===== config.mk =====
export PLATFORM = sky130hd
export DESIGN_NAME = conv2_buf_flat
export DESIGN_NICKNAME = d
export VERILOG_FILES = /design/src/rtl/conv2_buf_pkg.sv /design/src/rtl/conv2_buf_if.sv /design/src/rtl/conv2_buf_ch.sv /design/src/rtl/conv2_buf.sv /design/src/flat_wrapper.sv
export SDC_FILE = /design/constraint.sdc
export NUM_CORES = 2
export LEC_CHECK = 0
export ABC_CLOCK_PERIOD_IN_PS = 11300
export BUFFER_PORTS_ARGS = -buffer_cell sky130_fd_sc_hd__clkbuf_2
export CELL_PAD_IN_SITES_DETAIL_PLACEMENT = 0
export CELL_PAD_IN_SITES_GLOBAL_PLACEMENT = 1
export CORE_UTILIZATION = 50
export DETAILED_ROUTE_END_ITERATION = 10
export PLACE_DENSITY = 0.76
export SLEW_MARGIN = 5
export SYNTH_ARGS = -nofsm -noshare
export SYNTH_HDL_FRONTEND = slang
export SYNTH_HIERARCHICAL = 1
export SYNTH_SLANG_ARGS = --single-unit

===== constraint.sdc =====
create_clock -name clk -period 11.3 [get_ports clk]
set_input_delay 2.825 -clock clk [delete_from_list [all_inputs] [get_ports clk]]
set_output_delay 2.825 -clock clk [all_outputs]
set_load 0.02 [all_outputs]

===== src/rtl/conv2_buf_pkg.sv =====
// Shared CNN parameters for the conv2 stage (buffer and calculator blocks).
// Contents: default feature-map geometry, window size, pixel width and a
// counter-width helper.
package conv2_buf_pkg;

    localparam int unsigned CNN_IMG_W = 12;
    localparam int unsigned CNN_IMG_H = 12;
    localparam int unsigned CNN_K     = 5;
    localparam int unsigned CNN_DW    = 12;

    // Width of a counter/index covering 0..n-1 (at least one bit).
    function automatic int unsigned idx_w(input int unsigned n);
        return (n > 1) ? $clog2(n) : 1;
    endfunction

endpackage


===== src/rtl/conv2_buf_if.sv =====
// Pixel-in / window-out bus of the conv2 line buffer.
// Signals: valid_in, data_in1..3 (one pixel per channel, raster order);
// data_outC_0..24 (5x5 window per channel, index r*5+c), valid_out_buf.
// Modports: master = pixel source / window sink, slave = conv2_buf.
interface conv2_buf_if
    import conv2_buf_pkg::*;
#(
    parameter int unsigned DW = CNN_DW
) ();

    logic                 valid_in;
    logic signed [DW-1:0] data_in1, data_in2, data_in3;
    logic                 valid_out_buf;

    logic signed [DW-1:0] data_out1_0,  data_out1_1,  data_out1_2,  data_out1_3,  data_out1_4,
                          data_out1_5,  data_out1_6,  data_out1_7,  data_out1_8,  data_out1_9,
                          data_out1_10, data_out1_11, data_out1_12, data_out1_13, data_out1_14,
                          data_out1_15, data_out1_16, data_out1_17, data_out1_18, data_out1_19,
                          data_out1_20, data_out1_21, data_out1_22, data_out1_23, data_out1_24;
    logic signed [DW-1:0] data_out2_0,  data_out2_1,  data_out2_2,  data_out2_3,  data_out2_4,
                          data_out2_5,  data_out2_6,  data_out2_7,  data_out2_8,  data_out2_9,
                          data_out2_10, data_out2_11, data_out2_12, data_out2_13, data_out2_14,
                          data_out2_15, data_out2_16, data_out2_17, data_out2_18, data_out2_19,
                          data_out2_20, data_out2_21, data_out2_22, data_out2_23, data_out2_24;
    logic signed [DW-1:0] data_out3_0,  data_out3_1,  data_out3_2,  data_out3_3,  data_out3_4,
                          data_out3_5,  data_out3_6,  data_out3_7,  data_out3_8,  data_out3_9,
                          data_out3_10, data_out3_11, data_out3_12, data_out3_13, data_out3_14,
                          data_out3_15, data_out3_16, data_out3_17, data_out3_18, data_out3_19,
                          data_out3_20, data_out3_21, data_out3_22, data_out3_23, data_out3_24;

    modport master (
        output valid_in, data_in1, data_in2, data_in3,
        input  valid_out_buf,
        input  data_out1_0,  data_out1_1,  data_out1_2,  data_out1_3,  data_out1_4,
               data_out1_5,  data_out1_6,  data_out1_7,  data_out1_8,  data_out1_9,
               data_out1_10, data_out1_11, data_out1_12, data_out1_13, data_out1_14,
               data_out1_15, data_out1_16, data_out1_17, data_out1_18, data_out1_19,
               data_out1_20, data_out1_21, data_out1_22, data_out1_23, data_out1_24,
        input  data_out2_0,  data_out2_1,  data_out2_2,  data_out2_3,  data_out2_4,
               data_out2_5,  data_out2_6,  data_out2_7,  data_out2_8,  data_out2_9,
               data_out2_10, data_out2_11, data_out2_12, data_out2_13, data_out2_14,
               data_out2_15, data_out2_16, data_out2_17, data_out2_18, data_out2_19,
               data_out2_20, data_out2_21, data_out2_22, data_out2_23, data_out2_24,
        input  data_out3_0,  data_out3_1,  data_out3_2,  data_out3_3,  data_out3_4,
               data_out3_5,  data_out3_6,  data_out3_7,  data_out3_8,  data_out3_9,
               data_out3_10, data_out3_11, data_out3_12, data_out3_13, data_out3_14,
               data_out3_15, data_out3_16, data_out3_17, data_out3_18, data_out3_19,
               data_out3_20, data_out3_21, data_out3_22, data_out3_23, data_out3_24
    );

    modport slave (
        input  valid_in, data_in1, data_in2, data_in3,
        output valid_out_buf,
        output data_out1_0,  data_out1_1,  data_out1_2,  data_out1_3,  data_out1_4,
               data_out1_5,  data_out1_6,  data_out1_7,  data_out1_8,  data_out1_9,
               data_out1_10, data_out1_11, data_out1_12, data_out1_13, data_out1_14,
               data_out1_15, data_out1_16, data_out1_17, data_out1_18, data_out1_19,
               data_out1_20, data_out1_21, data_out1_22, data_out1_23, data_out1_24,
        output data_out2_0,  data_out2_1,  data_out2_2,  data_out2_3,  data_out2_4,
               data_out2_5,  data_out2_6,  data_out2_7,  data_out2_8,  data_out2_9,
               data_out2_10, data_out2_11, data_out2_12, data_out2_13, data_out2_14,
               data_out2_15, data_out2_16, data_out2_17, data_out2_18, data_out2_19,
               data_out2_20, data_out2_21, data_out2_22, data_out2_23, data_out2_24,
        output data_out3_0,  data_out3_1,  data_out3_2,  data_out3_3,  data_out3_4,
               data_out3_5,  data_out3_6,  data_out3_7,  data_out3_8,  data_out3_9,
               data_out3_10, data_out3_11, data_out3_12, data_out3_13, data_out3_14,
               data_out3_15, data_out3_16, data_out3_17, data_out3_18, data_out3_19,
               data_out3_20, data_out3_21, data_out3_22, data_out3_23, data_out3_24
    );

endinterface


===== src/rtl/conv2_buf_ch.sv =====
// One channel of the conv2 line buffer: K-1 line memories plus a KxK
// register window that shifts one column left per accepted pixel.
// Ports: clk, rst (sync, active-high, clears the window only), shift_en
// (accept this pixel), col_i (current column), pix_i (incoming pixel),
// win_o (window, index r*K+c, r=0 oldest row, c=K-1 newest column).
module conv2_buf_ch
    import conv2_buf_pkg::*;
#(
    parameter  int unsigned IMG_W = CNN_IMG_W,
    parameter  int unsigned K     = CNN_K,
    parameter  int unsigned DW    = CNN_DW,
    localparam int unsigned COL_W = idx_w(IMG_W)
) (
    input  logic                 clk,
    input  logic                 rst,
    input  logic                 shift_en,
    input  logic [COL_W-1:0]     col_i,
    input  logic signed [DW-1:0] pix_i,
    output logic signed [DW-1:0] win_o [K*K]
);

    // line_mem[0] holds the oldest row, line_mem[K-2] the previous row.
    logic signed [DW-1:0] line_mem [K-1][IMG_W];
    logic signed [DW-1:0] tap_c    [K];
    logic signed [DW-1:0] win_q    [K][K];
    logic signed [DW-1:0] win_d    [K][K];

    // New right-hand column: the stored rows at this column plus the new pixel.
    always_comb begin
        for (int unsigned r = 0; r < K - 1; r++) begin
            tap_c[r] = line_mem[r][col_i];
        end
        tap_c[K-1] = pix_i;
    end

    // Each row shifts up by one line memory; no reset, stale data is never
    // inside a window that is flagged valid.
    always_ff @(posedge clk) begin
        if (shift_en) begin
            for (int unsigned r = 0; r < K - 2; r++) begin
                line_mem[r][col_i] <= line_mem[r+1][col_i];
            end
            line_mem[K-2][col_i] <= pix_i;
        end
    end

    // Window shift: every column moves left, taps enter on the right.
    always_comb begin
        win_d = win_q;
        if (shift_en) begin
            for (int unsigned r = 0; r < K; r++) begin
                for (int unsigned c = 0; c < K - 1; c++) begin
                    win_d[r][c] = win_q[r][c+1];
                end
                win_d[r][K-1] = tap_c[r];
            end
        end
    end

    always_ff @(posedge clk) begin
        if (rst) begin
            win_q <= '{default: '0};
        end else begin
            win_q <= win_d;
        end
    end

    // Flatten to row-major output order.
    always_comb begin
        for (int unsigned r = 0; r < K; r++) begin
            for (int unsigned c = 0; c < K; c++) begin
                win_o[r*K+c] = win_q[r][c];
            end
        end
    end

endmodule


===== src/rtl/conv2_buf.sv =====
// conv2 input line buffer: turns a 3-channel raster pixel stream into 5x5
// windows per channel, one window per cycle, only where the window lies
// fully inside a single row band of a single frame.
// Ports: clk, rst (sync, active-high), bus (conv2_buf_if.slave: valid_in,
// data_in1..3 in; data_outC_0..24 and valid_out_buf out, all registered).
module conv2_buf
    import conv2_buf_pkg::*;
#(
    parameter int unsigned IMG_W = CNN_IMG_W,
    parameter int unsigned IMG_H = CNN_IMG_H,
    parameter int unsigned K     = CNN_K,
    parameter int unsigned DW    = CNN_DW
) (
    input  logic        clk,
    input  logic        rst,
    conv2_buf_if.slave  bus
);

    localparam int unsigned COL_W = idx_w(IMG_W);
    localparam int unsigned ROW_W = idx_w(IMG_H);

    logic [COL_W-1:0] col_q, col_d;
    logic [ROW_W-1:0] row_q, row_d;
    logic             valid_q, valid_d;
    logic             shift_en_c;

    logic signed [DW-1:0] win1_c [K*K];
    logic signed [DW-1:0] win2_c [K*K];
    logic signed [DW-1:0] win3_c [K*K];

    // Reset wins over a pixel presented in the same cycle.
    assign shift_en_c = bus.valid_in & ~rst;

    // Raster counters and window-valid decision for the pixel being accepted.
    always_comb begin
        col_d   = col_q;
        row_d   = row_q;
        valid_d = 1'b0;
        if (bus.valid_in) begin
            valid_d = (row_q >= ROW_W'(K - 1)) && (col_q >= COL_W'(K - 1));
            if (col_q == COL_W'(IMG_W - 1)) begin
                col_d = '0;
                row_d = (row_q == ROW_W'(IMG_H - 1)) ? '0 : row_q + ROW_W'(1);
            end else begin
                col_d = col_q + COL_W'(1);
            end
        end
    end

    always_ff @(posedge clk) begin
        if (rst) begin
            col_q   <= '0;
            row_q   <= '0;
            valid_q <= 1'b0;
        end else begin
            col_q   <= col_d;
            row_q   <= row_d;
            valid_q <= valid_d;
        end
    end

    conv2_buf_ch #(.IMG_W(IMG_W), .K(K), .DW(DW)) u_ch1 (
        .clk(clk), .rst(rst), .shift_en(shift_en_c), .col_i(col_q),
        .pix_i(bus.data_in1), .win_o(win1_c)
    );

    conv2_buf_ch #(.IMG_W(IMG_W), .K(K), .DW(DW)) u_ch2 (
        .clk(clk), .rst(rst), .shift_en(shift_en_c), .col_i(col_q),
        .pix_i(bus.data_in2), .win_o(win2_c)
    );

    conv2_buf_ch #(.IMG_W(IMG_W), .K(K), .DW(DW)) u_ch3 (
        .clk(clk), .rst(rst), .shift_en(shift_en_c), .col_i(col_q),
        .pix_i(bus.data_in3), .win_o(win3_c)
    );

    assign bus.valid_out_buf = valid_q;

    assign bus.data_out1_0  = win1_c[0];
    assign bus.data_out1_1  = win1_c[1];
    assign bus.data_out1_2  = win1_c[2];
    assign bus.data_out1_3  = win1_c[3];
    assign bus.data_out1_4  = win1_c[4];
    assign bus.data_out1_5  = win1_c[5];
    assign bus.data_out1_6  = win1_c[6];
    assign bus.data_out1_7  = win1_c[7];
    assign bus.data_out1_8  = win1_c[8];
    assign bus.data_out1_9  = win1_c[9];
    assign bus.data_out1_10 = win1_c[10];
    assign bus.data_out1_11 = win1_c[11];
    assign bus.data_out1_12 = win1_c[12];
    assign bus.data_out1_13 = win1_c[13];
    assign bus.data_out1_14 = win1_c[14];
    assign bus.data_out1_15 = win1_c[15];
    assign bus.data_out1_16 = win1_c[16];
    assign bus.data_out1_17 = win1_c[17];
    assign bus.data_out1_18 = win1_c[18];
    assign bus.data_out1_19 = win1_c[19];
    assign bus.data_out1_20 = win1_c[20];
    assign bus.data_out1_21 = win1_c[21];
    assign bus.data_out1_22 = win1_c[22];
    assign bus.data_out1_23 = win1_c[23];
    assign bus.data_out1_24 = win1_c[24];

    assign bus.data_out2_0  = win2_c[0];
    assign bus.data_out2_1  = win2_c[1];
    assign bus.data_out2_2  = win2_c[2];
    assign bus.data_out2_3  = win2_c[3];
    assign bus.data_out2_4  = win2_c[4];
    assign bus.data_out2_5  = win2_c[5];
    assign bus.data_out2_6  = win2_c[6];
    assign bus.data_out2_7  = win2_c[7];
    assign bus.data_out2_8  = win2_c[8];
    assign bus.data_out2_9  = win2_c[9];
    assign bus.data_out2_10 = win2_c[10];
    assign bus.data_out2_11 = win2_c[11];
    assign bus.data_out2_12 = win2_c[12];
    assign bus.data_out2_13 = win2_c[13];
    assign bus.data_out2_14 = win2_c[14];
    assign bus.data_out2_15 = win2_c[15];
    assign bus.data_out2_16 = win2_c[16];
    assign bus.data_out2_17 = win2_c[17];
    assign bus.data_out2_18 = win2_c[18];
    assign bus.data_out2_19 = win2_c[19];
    assign bus.data_out2_20 = win2_c[20];
    assign bus.data_out2_21 = win2_c[21];
    assign bus.data_out2_22 = win2_c[22];
    assign bus.data_out2_23 = win2_c[23];
    assign bus.data_out2_24 = win2_c[24];

    assign bus.data_out3_0  = win3_c[0];
    assign bus.data_out3_1  = win3_c[1];
    assign bus.data_out3_2  = win3_c[2];
    assign bus.data_out3_3  = win3_c[3];
    assign bus.data_out3_4  = win3_c[4];
    assign bus.data_out3_5  = win3_c[5];
    assign bus.data_out3_6  = win3_c[6];
    assign bus.data_out3_7  = win3_c[7];
    assign bus.data_out3_8  = win3_c[8];
    assign bus.data_out3_9  = win3_c[9];
    assign bus.data_out3_10 = win3_c[10];
    assign bus.data_out3_11 = win3_c[11];
    assign bus.data_out3_12 = win3_c[12];
    assign bus.data_out3_13 = win3_c[13];
    assign bus.data_out3_14 = win3_c[14];
    assign bus.data_out3_15 = win3_c[15];
    assign bus.data_out3_16 = win3_c[16];
    assign bus.data_out3_17 = win3_c[17];
    assign bus.data_out3_18 = win3_c[18];
    assign bus.data_out3_19 = win3_c[19];
    assign bus.data_out3_20 = win3_c[20];
    assign bus.data_out3_21 = win3_c[21];
    assign bus.data_out3_22 = win3_c[22];
    assign bus.data_out3_23 = win3_c[23];
    assign bus.data_out3_24 = win3_c[24];

endmodule


===== src/flat_wrapper.sv =====
// flat-port wrapper written by rule: the top's interface ports become plain ports
module conv2_buf_flat import conv2_buf_pkg::*;
#(
    parameter int unsigned IMG_W = CNN_IMG_W,
    parameter int unsigned IMG_H = CNN_IMG_H,
    parameter int unsigned K     = CNN_K,
    parameter int unsigned DW    = CNN_DW
)
  (clk, rst, bus_valid_in, bus_data_in1, bus_data_in2, bus_data_in3, bus_valid_out_buf, bus_data_out1_0, bus_data_out1_1, bus_data_out1_2, bus_data_out1_3, bus_data_out1_4, bus_data_out1_5, bus_data_out1_6, bus_data_out1_7, bus_data_out1_8, bus_data_out1_9, bus_data_out1_10, bus_data_out1_11, bus_data_out1_12, bus_data_out1_13, bus_data_out1_14, bus_data_out1_15, bus_data_out1_16, bus_data_out1_17, bus_data_out1_18, bus_data_out1_19, bus_data_out1_20, bus_data_out1_21, bus_data_out1_22, bus_data_out1_23, bus_data_out1_24, bus_data_out2_0, bus_data_out2_1, bus_data_out2_2, bus_data_out2_3, bus_data_out2_4, bus_data_out2_5, bus_data_out2_6, bus_data_out2_7, bus_data_out2_8, bus_data_out2_9, bus_data_out2_10, bus_data_out2_11, bus_data_out2_12, bus_data_out2_13, bus_data_out2_14, bus_data_out2_15, bus_data_out2_16, bus_data_out2_17, bus_data_out2_18, bus_data_out2_19, bus_data_out2_20, bus_data_out2_21, bus_data_out2_22, bus_data_out2_23, bus_data_out2_24, bus_data_out3_0, bus_data_out3_1, bus_data_out3_2, bus_data_out3_3, bus_data_out3_4, bus_data_out3_5, bus_data_out3_6, bus_data_out3_7, bus_data_out3_8, bus_data_out3_9, bus_data_out3_10, bus_data_out3_11, bus_data_out3_12, bus_data_out3_13, bus_data_out3_14, bus_data_out3_15, bus_data_out3_16, bus_data_out3_17, bus_data_out3_18, bus_data_out3_19, bus_data_out3_20, bus_data_out3_21, bus_data_out3_22, bus_data_out3_23, bus_data_out3_24);
  conv2_buf_if #(.DW(DW)) bus_i ();
  input  logic clk;
  input  logic rst;
  input wire logic [$bits(bus_i.valid_in)-1:0] bus_valid_in;
  input wire logic [$bits(bus_i.data_in1)-1:0] bus_data_in1;
  input wire logic [$bits(bus_i.data_in2)-1:0] bus_data_in2;
  input wire logic [$bits(bus_i.data_in3)-1:0] bus_data_in3;
  output wire logic [$bits(bus_i.valid_out_buf)-1:0] bus_valid_out_buf;
  output wire logic [$bits(bus_i.data_out1_0)-1:0] bus_data_out1_0;
  output wire logic [$bits(bus_i.data_out1_1)-1:0] bus_data_out1_1;
  output wire logic [$bits(bus_i.data_out1_2)-1:0] bus_data_out1_2;
  output wire logic [$bits(bus_i.data_out1_3)-1:0] bus_data_out1_3;
  output wire logic [$bits(bus_i.data_out1_4)-1:0] bus_data_out1_4;
  output wire logic [$bits(bus_i.data_out1_5)-1:0] bus_data_out1_5;
  output wire logic [$bits(bus_i.data_out1_6)-1:0] bus_data_out1_6;
  output wire logic [$bits(bus_i.data_out1_7)-1:0] bus_data_out1_7;
  output wire logic [$bits(bus_i.data_out1_8)-1:0] bus_data_out1_8;
  output wire logic [$bits(bus_i.data_out1_9)-1:0] bus_data_out1_9;
  output wire logic [$bits(bus_i.data_out1_10)-1:0] bus_data_out1_10;
  output wire logic [$bits(bus_i.data_out1_11)-1:0] bus_data_out1_11;
  output wire logic [$bits(bus_i.data_out1_12)-1:0] bus_data_out1_12;
  output wire logic [$bits(bus_i.data_out1_13)-1:0] bus_data_out1_13;
  output wire logic [$bits(bus_i.data_out1_14)-1:0] bus_data_out1_14;
  output wire logic [$bits(bus_i.data_out1_15)-1:0] bus_data_out1_15;
  output wire logic [$bits(bus_i.data_out1_16)-1:0] bus_data_out1_16;
  output wire logic [$bits(bus_i.data_out1_17)-1:0] bus_data_out1_17;
  output wire logic [$bits(bus_i.data_out1_18)-1:0] bus_data_out1_18;
  output wire logic [$bits(bus_i.data_out1_19)-1:0] bus_data_out1_19;
  output wire logic [$bits(bus_i.data_out1_20)-1:0] bus_data_out1_20;
  output wire logic [$bits(bus_i.data_out1_21)-1:0] bus_data_out1_21;
  output wire logic [$bits(bus_i.data_out1_22)-1:0] bus_data_out1_22;
  output wire logic [$bits(bus_i.data_out1_23)-1:0] bus_data_out1_23;
  output wire logic [$bits(bus_i.data_out1_24)-1:0] bus_data_out1_24;
  output wire logic [$bits(bus_i.data_out2_0)-1:0] bus_data_out2_0;
  output wire logic [$bits(bus_i.data_out2_1)-1:0] bus_data_out2_1;
  output wire logic [$bits(bus_i.data_out2_2)-1:0] bus_data_out2_2;
  output wire logic [$bits(bus_i.data_out2_3)-1:0] bus_data_out2_3;
  output wire logic [$bits(bus_i.data_out2_4)-1:0] bus_data_out2_4;
  output wire logic [$bits(bus_i.data_out2_5)-1:0] bus_data_out2_5;
  output wire logic [$bits(bus_i.data_out2_6)-1:0] bus_data_out2_6;
  output wire logic [$bits(bus_i.data_out2_7)-1:0] bus_data_out2_7;
  output wire logic [$bits(bus_i.data_out2_8)-1:0] bus_data_out2_8;
  output wire logic [$bits(bus_i.data_out2_9)-1:0] bus_data_out2_9;
  output wire logic [$bits(bus_i.data_out2_10)-1:0] bus_data_out2_10;
  output wire logic [$bits(bus_i.data_out2_11)-1:0] bus_data_out2_11;
  output wire logic [$bits(bus_i.data_out2_12)-1:0] bus_data_out2_12;
  output wire logic [$bits(bus_i.data_out2_13)-1:0] bus_data_out2_13;
  output wire logic [$bits(bus_i.data_out2_14)-1:0] bus_data_out2_14;
  output wire logic [$bits(bus_i.data_out2_15)-1:0] bus_data_out2_15;
  output wire logic [$bits(bus_i.data_out2_16)-1:0] bus_data_out2_16;
  output wire logic [$bits(bus_i.data_out2_17)-1:0] bus_data_out2_17;
  output wire logic [$bits(bus_i.data_out2_18)-1:0] bus_data_out2_18;
  output wire logic [$bits(bus_i.data_out2_19)-1:0] bus_data_out2_19;
  output wire logic [$bits(bus_i.data_out2_20)-1:0] bus_data_out2_20;
  output wire logic [$bits(bus_i.data_out2_21)-1:0] bus_data_out2_21;
  output wire logic [$bits(bus_i.data_out2_22)-1:0] bus_data_out2_22;
  output wire logic [$bits(bus_i.data_out2_23)-1:0] bus_data_out2_23;
  output wire logic [$bits(bus_i.data_out2_24)-1:0] bus_data_out2_24;
  output wire logic [$bits(bus_i.data_out3_0)-1:0] bus_data_out3_0;
  output wire logic [$bits(bus_i.data_out3_1)-1:0] bus_data_out3_1;
  output wire logic [$bits(bus_i.data_out3_2)-1:0] bus_data_out3_2;
  output wire logic [$bits(bus_i.data_out3_3)-1:0] bus_data_out3_3;
  output wire logic [$bits(bus_i.data_out3_4)-1:0] bus_data_out3_4;
  output wire logic [$bits(bus_i.data_out3_5)-1:0] bus_data_out3_5;
  output wire logic [$bits(bus_i.data_out3_6)-1:0] bus_data_out3_6;
  output wire logic [$bits(bus_i.data_out3_7)-1:0] bus_data_out3_7;
  output wire logic [$bits(bus_i.data_out3_8)-1:0] bus_data_out3_8;
  output wire logic [$bits(bus_i.data_out3_9)-1:0] bus_data_out3_9;
  output wire logic [$bits(bus_i.data_out3_10)-1:0] bus_data_out3_10;
  output wire logic [$bits(bus_i.data_out3_11)-1:0] bus_data_out3_11;
  output wire logic [$bits(bus_i.data_out3_12)-1:0] bus_data_out3_12;
  output wire logic [$bits(bus_i.data_out3_13)-1:0] bus_data_out3_13;
  output wire logic [$bits(bus_i.data_out3_14)-1:0] bus_data_out3_14;
  output wire logic [$bits(bus_i.data_out3_15)-1:0] bus_data_out3_15;
  output wire logic [$bits(bus_i.data_out3_16)-1:0] bus_data_out3_16;
  output wire logic [$bits(bus_i.data_out3_17)-1:0] bus_data_out3_17;
  output wire logic [$bits(bus_i.data_out3_18)-1:0] bus_data_out3_18;
  output wire logic [$bits(bus_i.data_out3_19)-1:0] bus_data_out3_19;
  output wire logic [$bits(bus_i.data_out3_20)-1:0] bus_data_out3_20;
  output wire logic [$bits(bus_i.data_out3_21)-1:0] bus_data_out3_21;
  output wire logic [$bits(bus_i.data_out3_22)-1:0] bus_data_out3_22;
  output wire logic [$bits(bus_i.data_out3_23)-1:0] bus_data_out3_23;
  output wire logic [$bits(bus_i.data_out3_24)-1:0] bus_data_out3_24;
  assign bus_i.valid_in = bus_valid_in;
  assign bus_i.data_in1 = bus_data_in1;
  assign bus_i.data_in2 = bus_data_in2;
  assign bus_i.data_in3 = bus_data_in3;
  assign bus_valid_out_buf = bus_i.valid_out_buf;
  assign bus_data_out1_0 = bus_i.data_out1_0;
  assign bus_data_out1_1 = bus_i.data_out1_1;
  assign bus_data_out1_2 = bus_i.data_out1_2;
  assign bus_data_out1_3 = bus_i.data_out1_3;
  assign bus_data_out1_4 = bus_i.data_out1_4;
  assign bus_data_out1_5 = bus_i.data_out1_5;
  assign bus_data_out1_6 = bus_i.data_out1_6;
  assign bus_data_out1_7 = bus_i.data_out1_7;
  assign bus_data_out1_8 = bus_i.data_out1_8;
  assign bus_data_out1_9 = bus_i.data_out1_9;
  assign bus_data_out1_10 = bus_i.data_out1_10;
  assign bus_data_out1_11 = bus_i.data_out1_11;
  assign bus_data_out1_12 = bus_i.data_out1_12;
  assign bus_data_out1_13 = bus_i.data_out1_13;
  assign bus_data_out1_14 = bus_i.data_out1_14;
  assign bus_data_out1_15 = bus_i.data_out1_15;
  assign bus_data_out1_16 = bus_i.data_out1_16;
  assign bus_data_out1_17 = bus_i.data_out1_17;
  assign bus_data_out1_18 = bus_i.data_out1_18;
  assign bus_data_out1_19 = bus_i.data_out1_19;
  assign bus_data_out1_20 = bus_i.data_out1_20;
  assign bus_data_out1_21 = bus_i.data_out1_21;
  assign bus_data_out1_22 = bus_i.data_out1_22;
  assign bus_data_out1_23 = bus_i.data_out1_23;
  assign bus_data_out1_24 = bus_i.data_out1_24;
  assign bus_data_out2_0 = bus_i.data_out2_0;
  assign bus_data_out2_1 = bus_i.data_out2_1;
  assign bus_data_out2_2 = bus_i.data_out2_2;
  assign bus_data_out2_3 = bus_i.data_out2_3;
  assign bus_data_out2_4 = bus_i.data_out2_4;
  assign bus_data_out2_5 = bus_i.data_out2_5;
  assign bus_data_out2_6 = bus_i.data_out2_6;
  assign bus_data_out2_7 = bus_i.data_out2_7;
  assign bus_data_out2_8 = bus_i.data_out2_8;
  assign bus_data_out2_9 = bus_i.data_out2_9;
  assign bus_data_out2_10 = bus_i.data_out2_10;
  assign bus_data_out2_11 = bus_i.data_out2_11;
  assign bus_data_out2_12 = bus_i.data_out2_12;
  assign bus_data_out2_13 = bus_i.data_out2_13;
  assign bus_data_out2_14 = bus_i.data_out2_14;
  assign bus_data_out2_15 = bus_i.data_out2_15;
  assign bus_data_out2_16 = bus_i.data_out2_16;
  assign bus_data_out2_17 = bus_i.data_out2_17;
  assign bus_data_out2_18 = bus_i.data_out2_18;
  assign bus_data_out2_19 = bus_i.data_out2_19;
  assign bus_data_out2_20 = bus_i.data_out2_20;
  assign bus_data_out2_21 = bus_i.data_out2_21;
  assign bus_data_out2_22 = bus_i.data_out2_22;
  assign bus_data_out2_23 = bus_i.data_out2_23;
  assign bus_data_out2_24 = bus_i.data_out2_24;
  assign bus_data_out3_0 = bus_i.data_out3_0;
  assign bus_data_out3_1 = bus_i.data_out3_1;
  assign bus_data_out3_2 = bus_i.data_out3_2;
  assign bus_data_out3_3 = bus_i.data_out3_3;
  assign bus_data_out3_4 = bus_i.data_out3_4;
  assign bus_data_out3_5 = bus_i.data_out3_5;
  assign bus_data_out3_6 = bus_i.data_out3_6;
  assign bus_data_out3_7 = bus_i.data_out3_7;
  assign bus_data_out3_8 = bus_i.data_out3_8;
  assign bus_data_out3_9 = bus_i.data_out3_9;
  assign bus_data_out3_10 = bus_i.data_out3_10;
  assign bus_data_out3_11 = bus_i.data_out3_11;
  assign bus_data_out3_12 = bus_i.data_out3_12;
  assign bus_data_out3_13 = bus_i.data_out3_13;
  assign bus_data_out3_14 = bus_i.data_out3_14;
  assign bus_data_out3_15 = bus_i.data_out3_15;
  assign bus_data_out3_16 = bus_i.data_out3_16;
  assign bus_data_out3_17 = bus_i.data_out3_17;
  assign bus_data_out3_18 = bus_i.data_out3_18;
  assign bus_data_out3_19 = bus_i.data_out3_19;
  assign bus_data_out3_20 = bus_i.data_out3_20;
  assign bus_data_out3_21 = bus_i.data_out3_21;
  assign bus_data_out3_22 = bus_i.data_out3_22;
  assign bus_data_out3_23 = bus_i.data_out3_23;
  assign bus_data_out3_24 = bus_i.data_out3_24;
  conv2_buf #(.IMG_W(IMG_W), .IMG_H(IMG_H), .K(K), .DW(DW)) u_core (.clk(clk), .rst(rst), .bus(bus_i));
endmodule

==> results.ini <==
[clock_tree]
clk_latency_ns=0.95
cts_max_level=5
clk_path_buf_depth=4
cts_sinks=2637
cts_tree=yes
cts_setup_buffers=0
cts_hold_buf=0
cts_resized=0
numCtsBuffers=287
cts_root_buffer=clkbuf_16
clk_pin_slew_worst_paths_ns=0.06

[global_route]
antenna_found_initial=9
overflow=0
grt_max_degree=158
grt_pass1_vias=55300
grt_first_pass_wirelength_um=374000
track_usage=0.255

[power_and_ir_drop]
swShare=0.223
p_clk_frac=0.426
p_comb_frac=0.065
power_frac_seq=0.509
p_int_w=0.0164
p_total_w=0.0211
max-vdd-ir-drop_v=0.000162
power_density_mw_per_mm2=185
power_switching_w=0.00470
leakage_nw=40.0

[placed_design]
place.gp.congestion=0.848
place_hpwl_um=153000
numPortBuffers=939

[timing]
rsz0062_at_grt=false
slew_headroom=0.0404
fmax_ghz=0.182
setup-tns-final_ns=0
fin_skew_ns=0.0893
min_period_over_period=0.486
final.min_clock_period_ns=5.49
worst-slew-pin-transition_ns=1.44
finalHoldViolCount=0
final_max_slew_viol_count=0
setup_viol=0

[routing]
drtIter0Drc=5118
num_vias=57300
first_pass_iters=5
wire_per_inst_um=25.6
antenna_left=0
viasPerCell=5.69
routed_wl_um=258000
drc_errors=0

[synth]
synth_nets=6344
synth_area_leader_cell=edfxtp_1
synth_edf_count=1728
synthTopCellsByCount=1728 x edfxtp_1, 1406 x mux2i_1, 909 x dfxtp_1
synth_cells=6303
syn-cell-area_mm2=0.0979
synth_fa_ha_area_frac=0.000256
synth_top_family_by_area=multiplexers
synth_top_area_frac=0.530
synth_simple_gate_area_frac=0.0444
synth_xor_area_frac=0.000179
synth.most_common_cell=edfxtp_1
synth_compound_gate_area_share=0.0478
synthFlopType=edfxtp_1
seq_area_frac_synth=0.716
synthMuxAreaShare=0.169
ys_top_cells_by_area=edfxtp_1 53%, dfxtp_1 19%, mux2i_1 14%
synth_cell_type_count=42
syn_area_per_cell_um2=15.5
async_reset_ff_frac=0
synth_seq_cells=2637
yosysWarnings=6

[floorplanning]
io_pins=940
initial_core_util=0.503
core_mm2=0.195
die_x_um=445
chipHeight_um=445
rows=162
dieArea_mm2=0.198

[setup_path]
start_kind=input pin
path_delay_family=buffers and inverters
r2r-start=u_core/col_q[1]
path_class=in2reg
cp_num_buf_inv=4
crit_chain=buf_8 > nor2b_4 > buf_4 > buf_12 > buf_4 > nand2_1 > o22ai_1
rr_worst_depth=5
critical_path.max_fanout=134
crit_end=u_core/u_ch1/win_o[245]
cpMostUsedCell=buf_4
cp.required_ns=12.13
cp_num_cells=7
rr_endpoint=u_core/u_ch2/line_mem[1][32]
rrSetupSlack_ns=7.04
arrival_ns=6.32
cp-startpoint=rst
crit_path_top_delay_cell=buf_4
endpoint_kind=flip-flop
slowest_delay_ns=0.73

[finish]
areaGrowthSynthToFinish_pct=16.3
drive_above_1_share=0.215
fillers=15200
multi_input_area_mm2=0.0258
nNetsFinal=7264
seqCellArea_mm2=0.0701

[run_status]
status=complete, no violations

[run]
maxCapViolCount=0

[worst_hold_path]
hold_depth=2
hold_class=reg2reg

worst register-to-register path, delay by kind of cell, from the launching register on:
family	cells	cell delay [ns]
AO/OA/AOI/OAI	1	0.29
buffers and inverters	2	1.75
flip-flops	1	0.79
multiplexers	1	0.61
AND/OR/NAND/NOR	1	0.40
metal layers:
| metal | track usage | share of wire | up-vias |
|---|---|---|---|
| li1 | - | - | 25700 |
| met4 | 0.0715 | 0.024 | 6 |
| met5 | 0 | 0.00014 | - |
| met2 | 0.424 | 0.49 | 2062 |
| met1 | 0.341 | 0.42 | 29100 |
| met3 | 0.0497 | 0.070 | 370 |
power by group through the flow:
stage	clock network [W]	registers, W	logic, W
2_1_floorplan	0	0.0109	0.000875
4_1_cts	0.00915	0.0107	0.00137
5_1_grt	0.00953	0.0107	0.00147
6_report	0.00899	0.0107	0.00137
3_3_place_gp	0	0.0109	0.00133
3_5_place_dp	0	0.0109	0.00137
flip-flops by register name, summed over array words and instances, names as in the netlist:
name / cells
u_core/bus.valid_out_buf: 1
u_core/col_q: 4
u_core/row_q: 4
u_core/u_ch1/line_mem: 576
u_core/u_ch1/win_o: 300
u_core/u_ch2/line_mem: 576
u_core/u_ch2/win_o: 300
u_core/u_ch3/line_mem: 576
u_core/u_ch3/win_o: 300
cell type report:
| class | count | share of cell area |
|---|---|---|
| well taps | 2624 | 0.0288 |
| clock inverters | 78 | 0.00627 |
| diodes | 5 | 0.000110 |
| repair buffers | 1047 | 0.0491 |
| inverters | 5 | 0.000165 |
| clock buffers | 424 | 0.0732 |
| flip-flops and latches | 2637 | 0.615 |
| multi-input cells | 3245 | 0.227 |
logic make-up after synthesis:
group / count (synthesis)
and+or+nand+nor: 1108
xor gates and xnor gates: 2
muxes: 1514
AOI/OAI and AO/OA: 619
DFF: 2637
buffers and inverters: 421
adders and majority gates: 2
layout by cell type (no fill, tap or decap), types with 13 or more instances in the layout:
master / instances
dfxtp_1: 905
edfxtp_1: 1728
a22oi_1: 72
a311oi_1: 108
clkbuf_16: 302
clkbuf_8: 31
clkinv_1: 25
a221oi_1: 108
nor2_1: 871
o22ai_1: 36
nand2_1: 155
clkbuf_1: 88
bufinv_16: 13
o221ai_1: 36
clkinv_2: 31
mux4_2: 108
o22a_1: 108
mux2i_1: 1406
clkbuf_2: 939
buf_4: 102
o21ai_0: 37
o21ai_1: 108
nor2_4: 15
nor3_2: 18
stage by stage:
| step | hold slack, ns | std cells | area (um^2) | setup slack (ns) | util |
|---|---|---|---|---|---|
| after floorplan | 0.454 | 6303 | 97900 | 2.21 | - |
| after global placement | 0.466 | 9558 | 105000 | 4.88 | 0.538 |
| after detailed placement | 0.479 | 9558 | 105000 | 4.85 | 0.538 |
| after CTS | 0.487 | 10100 | 114000 | 5.81 | 0.585 |
| after global routing | 0.511 | 10100 | 114000 | 5.67 | 0.585 |
| final | 0.483 | 10100 | 114000 | 5.81 | 0.585 |
worst min-delay path by stage:
| stage | startpoint | to | slack (ns) |
|---|---|---|---|
| 5_1_grt | u_core/u_ch1/win_o[171] | u_core/u_ch1/win_o[171] | 0.51 |
| 4_1_cts | u_core/row_q[1] | u_core/row_q[1] | 0.49 |
| 6_report | u_core/row_q[1] | u_core/row_q[1] | 0.48 |
| 3_3_place_gp | u_core/row_q[1] | u_core/row_q[1] | 0.47 |
| 3_5_place_dp | u_core/u_ch2/win_o[173] | u_core/u_ch2/win_o[173] | 0.48 |
| 2_1_floorplan | u_core/row_q[1] | u_core/row_q[1] | 0.45 |
Note: power is estimated with default switching activity, not from simulation.
